[config.mk]
export PLATFORM = sky130hd
export DESIGN_NAME = ldb_burst_mc
export DESIGN_NICKNAME = d
export VERILOG_FILES = /design/src/rtl/ldb_burst_mc.sv
export SDC_FILE = /design/constraint.sdc
export NUM_CORES = 1
export LEC_CHECK = 0
export BUFFER_PORTS_ARGS = -buffer_cell sky130_fd_sc_hd__buf_2
export CAP_MARGIN = 20
export CORE_AREA = 2 2 244 246
export DETAILED_ROUTE_END_ITERATION = 12
export DIE_AREA = 0 0 246 248
export SLEW_MARGIN = 20
export SYNTH_ARGS = -nofsm -noshare
export SYNTH_HDL_FRONTEND = slang
export SYNTH_SLANG_ARGS = --single-unit
[constraint.sdc]
create_clock -name clk -period 3.36 [get_ports clk]
set_input_delay 0.168 -clock clk [delete_from_list [all_inputs] [get_ports clk]]
set_output_delay 0.168 -clock clk [all_outputs]
set_load 0.02 [all_outputs]
[src/rtl/ldb_burst_mc.sv]
// Multi-channel load-burst engine: splits an LDB packet into AXI read sub-requests
// and scatters each returned 16B beat into the UR of every selected SMC.
module ldb_burst_mc #(
    parameter int SMC_CNT     = 1,
    parameter int UR_ADDR_W   = 11,
    parameter int GR_ADDR_W   = 64,
    parameter int BRST_W      = 16,
    parameter int MAX_SUB_LEN = 16
) (
    input  logic                 clk,
    input  logic                 rst,
    input  logic [127:0]         cru_ldb_i,
    input  logic [1:0]           crd_ldb_i,
    output logic                 axi_req_valid,
    input  logic                 axi_req_ready,
    output logic [GR_ADDR_W-1:0] axi_req_addr,
    output logic [8:0]           axi_req_len,
    input  logic                 axi_req_done,
    input  logic                 axi_req_err,
    input  logic                 axi_data_valid,
    input  logic [127:0]         axi_data,
    input  logic                 axi_data_last,
    output logic [SMC_CNT-1:0]   ur_we,
    output logic [UR_ADDR_W-1:0] ur_addr,
    output logic [127:0]         ur_wdata,
    output logic [15:0]          ur_wstrb,
    output logic [7:0]           ur_id,
    output logic                 busy,
    output logic [127:0]         cru_ldb_o,
    output logic [1:0]           crd_ldb_o
);

    typedef enum logic [2:0] {IDLE, REQ, DATA, RESP, DONE} state_t;

    state_t                state;
    logic [5:0]            smc_strb_q;
    logic [3:0]            byte_strb_q;
    logic [BRST_W-1:0]     remaining;
    logic [BRST_W-1:0]     beats_issued;
    logic [BRST_W-1:0]     sub_left;
    logic [GR_ADDR_W-1:0]  gr_base;
    logic [UR_ADDR_W-1:0]  ur_ptr;
    logic                  err;

    logic [BRST_W-1:0]     pkt_burst;
    logic [GR_ADDR_W-1:0]  pkt_gr;
    logic [GR_ADDR_W-1:0]  nxt_gr;
    logic                  last_beat;
    logic [15:0]           beat_strb;
    logic [127:0]          beat_data;
    logic                  unused_bits;

    assign cru_ldb_o   = cru_ldb_i;
    assign busy        = (state != IDLE);
    assign pkt_burst   = BRST_W'(cru_ldb_i[116:101]);
    assign pkt_gr      = GR_ADDR_W'(cru_ldb_i[100:37]);
    assign nxt_gr      = gr_base + GR_ADDR_W'(beats_issued);
    assign unused_bits = ^{crd_ldb_i, cru_ldb_i[17:0]};

    function automatic logic [8:0] sub_len(input logic [BRST_W-1:0] rem);
        return (rem > BRST_W'(MAX_SUB_LEN)) ? 9'(MAX_SUB_LEN) : 9'(rem);
    endfunction

    // Only the very last beat of the whole burst can carry a partial strobe.
    assign last_beat = (remaining == '0) && (sub_left == BRST_W'(1));

    always_comb begin
        beat_strb = 16'hFFFF;
        beat_data = '0;
        if (last_beat && byte_strb_q != 4'd0)
            beat_strb = (16'd1 << byte_strb_q) - 16'd1;
        for (int b = 0; b < 16; b++)
            beat_data[b*8 +: 8] = beat_strb[b] ? axi_data[b*8 +: 8] : 8'h00;
    end

    always_ff @(posedge clk) begin
        if (rst) begin
            state         <= IDLE;
            smc_strb_q    <= '0;
            byte_strb_q   <= '0;
            remaining     <= '0;
            beats_issued  <= '0;
            sub_left      <= '0;
            gr_base       <= '0;
            ur_ptr        <= '0;
            err           <= 1'b0;
            axi_req_valid <= 1'b0;
            axi_req_addr  <= '0;
            axi_req_len   <= '0;
            ur_we         <= '0;
            ur_addr       <= '0;
            ur_wdata      <= '0;
            ur_wstrb      <= '0;
            ur_id         <= '0;
            crd_ldb_o     <= '0;
        end else begin
            ur_we     <= '0;
            crd_ldb_o <= '0;
            case (state)
                IDLE: if (cru_ldb_i[127]) begin
                    smc_strb_q   <= cru_ldb_i[126:121];
                    byte_strb_q  <= cru_ldb_i[120:117];
                    gr_base      <= pkt_gr;
                    ur_id        <= cru_ldb_i[36:29];
                    ur_ptr       <= UR_ADDR_W'(cru_ldb_i[28:18]);
                    remaining    <= pkt_burst;
                    beats_issued <= '0;
                    err          <= 1'b0;
                    if (pkt_burst == '0) begin
                        state <= DONE;
                    end else begin
                        state         <= REQ;
                        axi_req_valid <= 1'b1;
                        axi_req_addr  <= pkt_gr << 4;
                        axi_req_len   <= sub_len(pkt_burst);
                    end
                end
                REQ: if (axi_req_ready) begin
                    axi_req_valid <= 1'b0;
                    sub_left      <= BRST_W'(axi_req_len);
                    remaining     <= remaining - BRST_W'(axi_req_len);
                    beats_issued  <= beats_issued + BRST_W'(axi_req_len);
                    state         <= DATA;
                end
                DATA: if (axi_data_valid) begin
                    ur_we    <= SMC_CNT'(smc_strb_q);
                    ur_addr  <= ur_ptr;
                    ur_wdata <= beat_data;
                    ur_wstrb <= beat_strb;
                    ur_ptr   <= ur_ptr + UR_ADDR_W'(1);
                    sub_left <= sub_left - BRST_W'(1);
                    // last must coincide exactly with the len-th beat
                    if (axi_data_last != (sub_left == BRST_W'(1)))
                        err <= 1'b1;
                    if (sub_left == BRST_W'(1))
                        state <= RESP;
                end
                RESP: if (axi_req_done) begin
                    if (remaining != '0) begin
                        state         <= REQ;
                        axi_req_valid <= 1'b1;
                        axi_req_addr  <= nxt_gr << 4;
                        axi_req_len   <= sub_len(remaining);
                    end else begin
                        state <= DONE;
                    end
                end
                DONE: begin
                    crd_ldb_o <= {1'b1, ~err};
                    state     <= IDLE;
                end
                default: state <= IDLE;
            endcase
            // A bus error overrides whatever the state did this cycle.
            if (axi_req_err && (state == REQ || state == DATA || state == RESP)) begin
                err           <= 1'b1;
                state         <= DONE;
                axi_req_valid <= 1'b0;
                ur_we         <= '0;
            end
        end
    end

endmodule

==> summary.md, run 1 <==
| Metric | Value |
|---|---|
| Post-synthesis cell type count | `80` |
| HP Class | `in2reg` |
| Largest net degree at the start of global routing | `97` |
| Critical Path End Type | `flip-flop` |
| Most frequent cells in the layout | `buf_2 (572), dfxtp_1 (364), nand2_1 (305), dlygate4sd3_1 (225), a21oi_1 (224)` |
| Gr usage total | `0.2078` |
| Vias in the first global route | `17,520` |
| Share of cells above drive strength 1 | `0.2635` |
| Clk buf depth | `3` |
| Antenna-violating nets left | `0` |
| Clock latency on the worst-skew pair | `570 ps` |
| Post-Synthesis Cells | `2,076` |
| Tcrit/Tclk final | `0.8975` |
| Final setup viols | `0` |
| Post-synth EDFFs | `0` |
| Area Overhead vs Synth | `37.15%` |
| Worst-path clk slew | `approximately 60 ps` |
| Input/output buffers | `between 500 and 600` |
| Via density | `approximately 5.1` |
| Hold Violations, Final | `0` |
| Total gr overflow | `0` |
| Setup CP Type | `reg2reg` |
| Ys async rst share | `0` |
| Initial Util | `0.2951` |
| Peak supply drop | `approximately 380 µV` |
| Top Ports | `~630` |
| Hold Path Origin | `cru_ldb_i[112]` |
| Main synth FF type | `dfxtp_1` |
| Mapped cell area | `~17,000 µm²` |
| Area leader, netlist | `dfxtp_1` |
| Worst r2r src | `beats_issued[0]` |
| Final Max Slew Viols | `0` |
| Worst Max-Slew Pin Slew | `between 900 and 1000 ps` |
| Yosys warns | `0` |
| Slew HR | `0.3796` |
| First-pass GRT wire length | `99.98 mm` |
| Pwr per Cell Area | `~630 nW/µm²` |
| Maximum clock rate | `about 330 MHz` |
| CTS tree | `done` |
| # Max-Cap Violations | `0` |
| Worst path cell trace | `ha_1 -> inv_1 -> fa_1 -> and2b_1 -> o2111ai_1 -> a21oi_2 -> nor2_1 -> o21ai_0 -> a21oi_1 -> nor4b_1 -> o32ai_1` |
| FF-to-FF setup slack | `between 300 and 400 ps` |
| Drt wl/cell | `19.21 µm` |
| DRC | `0` |
| Die area | `about 61,000 µm²` |
| RR Endpoint | `axi_req_addr[34]` |
| Die X | `246 µm` |
| Commonest non-fill, non-tap cell in the layout | `buf_2` |
| Worst R2R Path Depth | `11` |
| Period minus WS final | `approximately 3000 ps` |
| Largest cells by area after synthesis | `dfxtp_1 (42%), nand2_1 (6.7%), a21oi_1 (6.5%)` |
| Hold EP | `remaining[11]` |
| Worst clock skew | `23.41 ps` |
| Clock buffer count from CTS | `43` |
| Worst Path Arrival | `about 3500 ps` |
| Mean Syn Cell Area | `between 8 and 9 µm²` |
| RSZ-0062 raised after global routing | `no` |
| Die Y | `248 µm` |
| Initial antenna violation count | `3` |
| FP Rows | `89` |
| Sink Count | `~360` |
| Seq cells post-synth | `approximately 360` |
| DRT iter0 DRCs | `978` |
| H-tree Lvls | `2` |
| DR pass1 iterations | `5` |
| LEAKAGE | `around 0.010 µW` |
| Root buf cell | `clkbuf_16` |
| Fin nets | `between 3,000 and 4,000` |
| Total number of vias | `roughly 18,000` |
| Post-CTS Setup Inserts | `0` |
| CP max stage delay | `~380 ps` |
| Status | `finished, final reports clean` |
| Fin Setup TNS | `0 ps` |
| Placer Congestion | `between 0.8 and 0.9` |
| Hold path depth | `3` |
| Final Power | `between 10,000 and 15,000 µW` |
| Worst Path Max Fanout | `4` |
| Area share of the leading cell type in the synthesized netlist | `0.4224` |
| Post-Route WL | `67.55 mm` |
| Register area share after synthesis | `0.4224` |
| Placeable Area | `around 58,000 µm²` |
| Req. time, crit path | `3790 ps` |
| CP max stage cell | `dfxtp_1` |
| Detailed placer's ending HPWL | `47.24 mm` |
| Filler cell count in the final layout | `slightly below 6,000` |
| Critical path launch point type | `flip-flop` |
-- state kept, by name (all words and copies together), names as in the netlist, 3 cells and up --
| name | count |
|---|---|
| ur_ptr | 11 |
| beats_issued | 16 |
| axi_req_addr | 60 |
| sub_left | 16 |
| ur_id | 8 |
| remaining | 16 |
| ur_wdata | 128 |
| state | 3 |
| ur_addr | 11 |
| ur_wstrb | 16 |
| axi_req_len | 9 |
| gr_base | 60 |
| byte_strb_q | 4 |
-- critical path, delay by kind of cell (launching register included) --
kind                       cells  cell delay (ps)
AOI/OAI and AO/OA              5             1100
adders and majority gates      2              590
DFF                            1              380
and+or+nand+nor                3              760
buffers and inverters          1               60
-- power by group --
part | switching [µW] | total, µW | internal (µW)
sequential | 536 | 5480 | 4940
clock | 1930 | 4700 | 2770
combinational | 2940 | 4710 | 1770
-- Yosys cell counts, types with 8 or more instances --
master	n
a211oi_1	26
a21o_1	16
a21oi_1	225
a221oi_1	14
a22o_1	80
a22oi_1	46
a311oi_1	11
a31oi_1	12
and3_1	45
buf_1	10
buf_2	18
buf_4	137
clkbuf_1	92
dfxtp_1	364
ha_1	38
inv_1	34
nand2_1	307
nand2b_1	8
nand3_1	53
nand4_1	15
nor2_1	178
nor2b_1	13
nor3_1	39
nor4_1	13
o211ai_1	11
o21ai_0	41
o21ai_1	8
o22ai_1	29
or3_1	14
xnor2_1	38
xor2_1	39
-- worst max path at each step --
stage	startpoint	to	slack, ps	cells after the start
2_1_floorplan	axi_req_len[0]	remaining[10]	620	11
3_3_place_gp	cru_ldb_i[115]	axi_req_addr[24]	300	9
3_5_place_dp	cru_ldb_i[115]	axi_req_addr[24]	260	9
4_1_cts	beats_issued[0]	axi_req_addr[34]	260	11
5_1_grt	axi_req_len[1]	remaining[11]	10	9
6_report	beats_issued[0]	axi_req_addr[34]	340	11
-- metrics by stage --
step	hold slack [ps]	utilization	instances	cell area (µm²)	setup WS, ps
finish	40.23	0.4047	3517	23660	344.4
global route	39.86	0.4045	3513	23650	10.60
CTS	0.1408	0.4045	3513	23650	255.6
detailed placement	336.1	0.3420	3211	20000	255.5
global placement	336.1	0.3418	3210	19980	301.6
floorplan	293.7	-	2079	17260	615.7
-- what timing repair did --
item	in CTS	in global routing
hold buffers	225	0
hold endpoints to repair	256	0
endpoints found under the setup margin	0	1
resized for setup	0	1
-- layer usage --
layer  up-vias  global-route usage  share of wire
met1      8565              0.2482           0.40
met3       151             0.05147          0.081
met5         -                   0        0.00037
met4         4             0.08966          0.039
met2       792              0.3536           0.48
li1       8456                   -              -
-- layout make-up --
cell class                      count  area [µm²]  share of cell area
Multi-Input combinational cell   1422        8372              0.3538
Sequential cell                   364        7287              0.3080
Tap cell                          773       967.2             0.04088
Antenna cell                        4       10.01           0.0004231
Timing Repair Buffer              843        5499              0.2324
Clock inverter                     16       173.9            0.007351
Clock buffer                       61        1224             0.05172
Inverter                           34       127.6            0.005394
-- cells by family (layout without fill, tap and decap cells) --
group                    after synthesis  in the layout  synth area share
AND/OR/NAND/NOR                      732            732            0.1935
AO/OA/AOI/OAI                        566            566            0.2169
flip-flops                           364            364            0.4224
buffers and inverters                293            954           0.09574
XOR/XNOR                              77             77           0.03909
adder cells (fa/ha/maj)               41             41           0.03104
multiplexers                           2              2          0.001160
other                                  1              8         0.0002174
(Power assumes the default switching activity.)
==> run 2, diff against run 1 <==
==> constraint.sdc (replaced) <==
create_clock -name clk -period 3.84 [get_ports clk]
set_input_delay 0.192 -clock clk [delete_from_list [all_inputs] [get_ports clk]]
set_output_delay 0.192 -clock clk [all_outputs]
set_load 0.02 [all_outputs]
==> run 2 against run 1 <==
Global-route usage down 0.27 points. Clock-buffer cell count shrank 5. Total power down 12%. Clock skew up 0.90 ps. Flip-flop and latch count unchanged. Non-clock buffer count down 17. Combinational power fell by 14%. Largest cell class unchanged.
==> summary.md, run 2 (synthesis results as in run 1) <==
| Metric | Value |
|---|---|
| Worst-path clk slew | `about 60 ps` |
| Share of cells above drive strength 1 | `0.2608` |
| DR pass1 iterations | `8` |
| Die X | `approximately 250 µm` |
| Worst Path Max Fanout | `6` |
| Total gr overflow | `0` |
| Drt wl/cell | `around 19 µm` |
| Antenna-violating nets left | `0` |
| Fin Setup TNS | `0 ps` |
| Total number of vias | `approximately 18,000` |
| Via density | `between 5 and 6` |
| RSZ-0062 raised after global routing | `no` |
| Filler cell count in the final layout | `slightly below 6,000` |
| Die Y | `around 250 µm` |
| Critical Path End Type | `flip-flop` |
| Worst clock skew | `24.32 ps` |
| Initial antenna violation count | `3` |
| Final Max Slew Viols | `0` |
| Peak supply drop | `between 300 and 400 µV` |
| Tcrit/Tclk final | `0.8530` |
| Root buf cell | `clkbuf_16` |
| Setup CP Type | `reg2reg` |
| Most frequent cells in the layout | `buf_2 (572), dfxtp_1 (364), nand2_1 (305), a21oi_1 (225), dlygate4sd3_1 (222)` |
| Post-CTS Setup Inserts | `0` |
| Status | `finished, final reports clean` |
| Post-Route WL | `~67 mm` |
| Commonest non-fill, non-tap cell in the layout | `buf_2` |
| Period minus WS final | `3276 ps` |
| Req. time, crit path | `between 4000 and 5000 ps` |
| Clock buffer count from CTS | `between 40 and 50` |
| Vias in the first global route | `17,360` |
| Most flop-heavy register | `ur_wdata` |
| Clock latency on the worst-skew pair | `between 500 and 600 ps` |
| Pwr per Cell Area | `approximately 550 nW/µm²` |
| Largest net degree at the start of global routing | `~110` |
| # Max-Cap Violations | `0` |
| First-pass GRT wire length | `97.93 mm` |
| DRC | `0` |
| HP Class | `in2reg` |
| Biggest regs | `ur_wdata (128), axi_req_addr (60), gr_base (60)` |
| Top Ports | `634` |
| Worst Max-Slew Pin Slew | `between 900 and 1000 ps` |
| Placer Congestion | `approximately 0.89` |
| CTS tree | `done` |
| Max FFs per register | `128` |
| FP Rows | `between 80 and 90` |
| Worst Path Arrival | `3680 ps` |
| Gr usage total | `0.2051` |
| Hold Violations, Final | `0` |
| Die area | `61,010 µm²` |
| Clk buf depth | `3` |
| LEAKAGE | `0.01027 µW` |
| Area Overhead vs Synth | `36.42%` |
| Final Power | `about 13,000 µW` |
| Initial Util | `0.2951` |
| Detailed placer's ending HPWL | `46.58 mm` |
| Critical path launch point type | `flip-flop` |
| H-tree Lvls | `2` |
| Maximum clock rate | `~300 MHz` |
| DRT iter0 DRCs | `987` |
| Sink Count | `364` |
| Slew HR | `0.3416` |
| Final setup viols | `0` |
| Fin nets | `around 3,000` |
| Placeable Area | `58,460 µm²` |
| Input/output buffers | `573` |
==> run 2: where the power goes <==
part | leakage (µW) | switching [µW] | internal [µW]
registers | 0.00296 | 475 | 4330
logic | 0.00661 | 2550 | 1490
clock network | 0.000703 | 1700 | 2500
total | 0.0103 | 4720 | 8320
==> run 2: stage by stage <==
stage,util,area [µm²],hold slack (ps),worst slack [ps],instances
after global placement,0.3399,19870,384.1,569.1,3197
after detailed placement,0.3399,19870,384.1,508.9,3197
final,0.4026,23540,50.80,564.5,3496
after CTS,0.4025,23530,19.27,483.1,3495
after floorplan,-,17260,317.7,1096,2079
after global routing,0.4025,23530,59.38,325.6,3495
==> run 2: repair_timing <==
item / CTS / global route
hold buffers: 222 / 0
resized for setup: 0 / 0
endpoints found under the hold margin: 252 / 0
==> run 2: final timing paths <==
check | startpoint | endpoint | slack (ps) | depth (start not counted)
max | axi_req_len[0] | remaining[10] | 560 | 11
min reg2reg | err | crd_ldb_o[0] | 420 | 1
min | cru_ldb_i[102] | remaining[1] | 50 | 3
max reg2reg | axi_req_len[0] | remaining[10] | 560 | 11
==> run 2: worst max-delay path: stages (launching register included) <==
cell,delay (ps)
dfxtp_1,490
ha_1,240
inv_1,60
fa_1,400
a21o_1,170
a21oi_1,230
nor2b_1,100
o311ai_1,550
a211oi_1,330
o31a_1,320
o21ai_0,150
a21oi_1,80
==> run 2: final cells by class <==
type                            instances  area [µm²]  share of cell area
Tap cell                              773       967.2             0.04110
Sequential cell                       364        7287              0.3096
Clock buffer                           56        1217             0.05173
Antenna cell                            1       2.502           0.0001063
Inverter                               34       127.6            0.005423
Clock inverter                         20       221.5            0.009410
Timing Repair Buffer                  826        5344              0.2271
Multi-Input combinational cell       1422        8368              0.3556
==> run 2: metal layers <==
layer	global-route usage	up-vias	wire [µm]
li1	-	8407	-
met1	0.2444	8302	26660
met2	0.3511	716	32260
met3	0.04812	148	4968
met4	0.09002	4	2688
met5	0	-	27
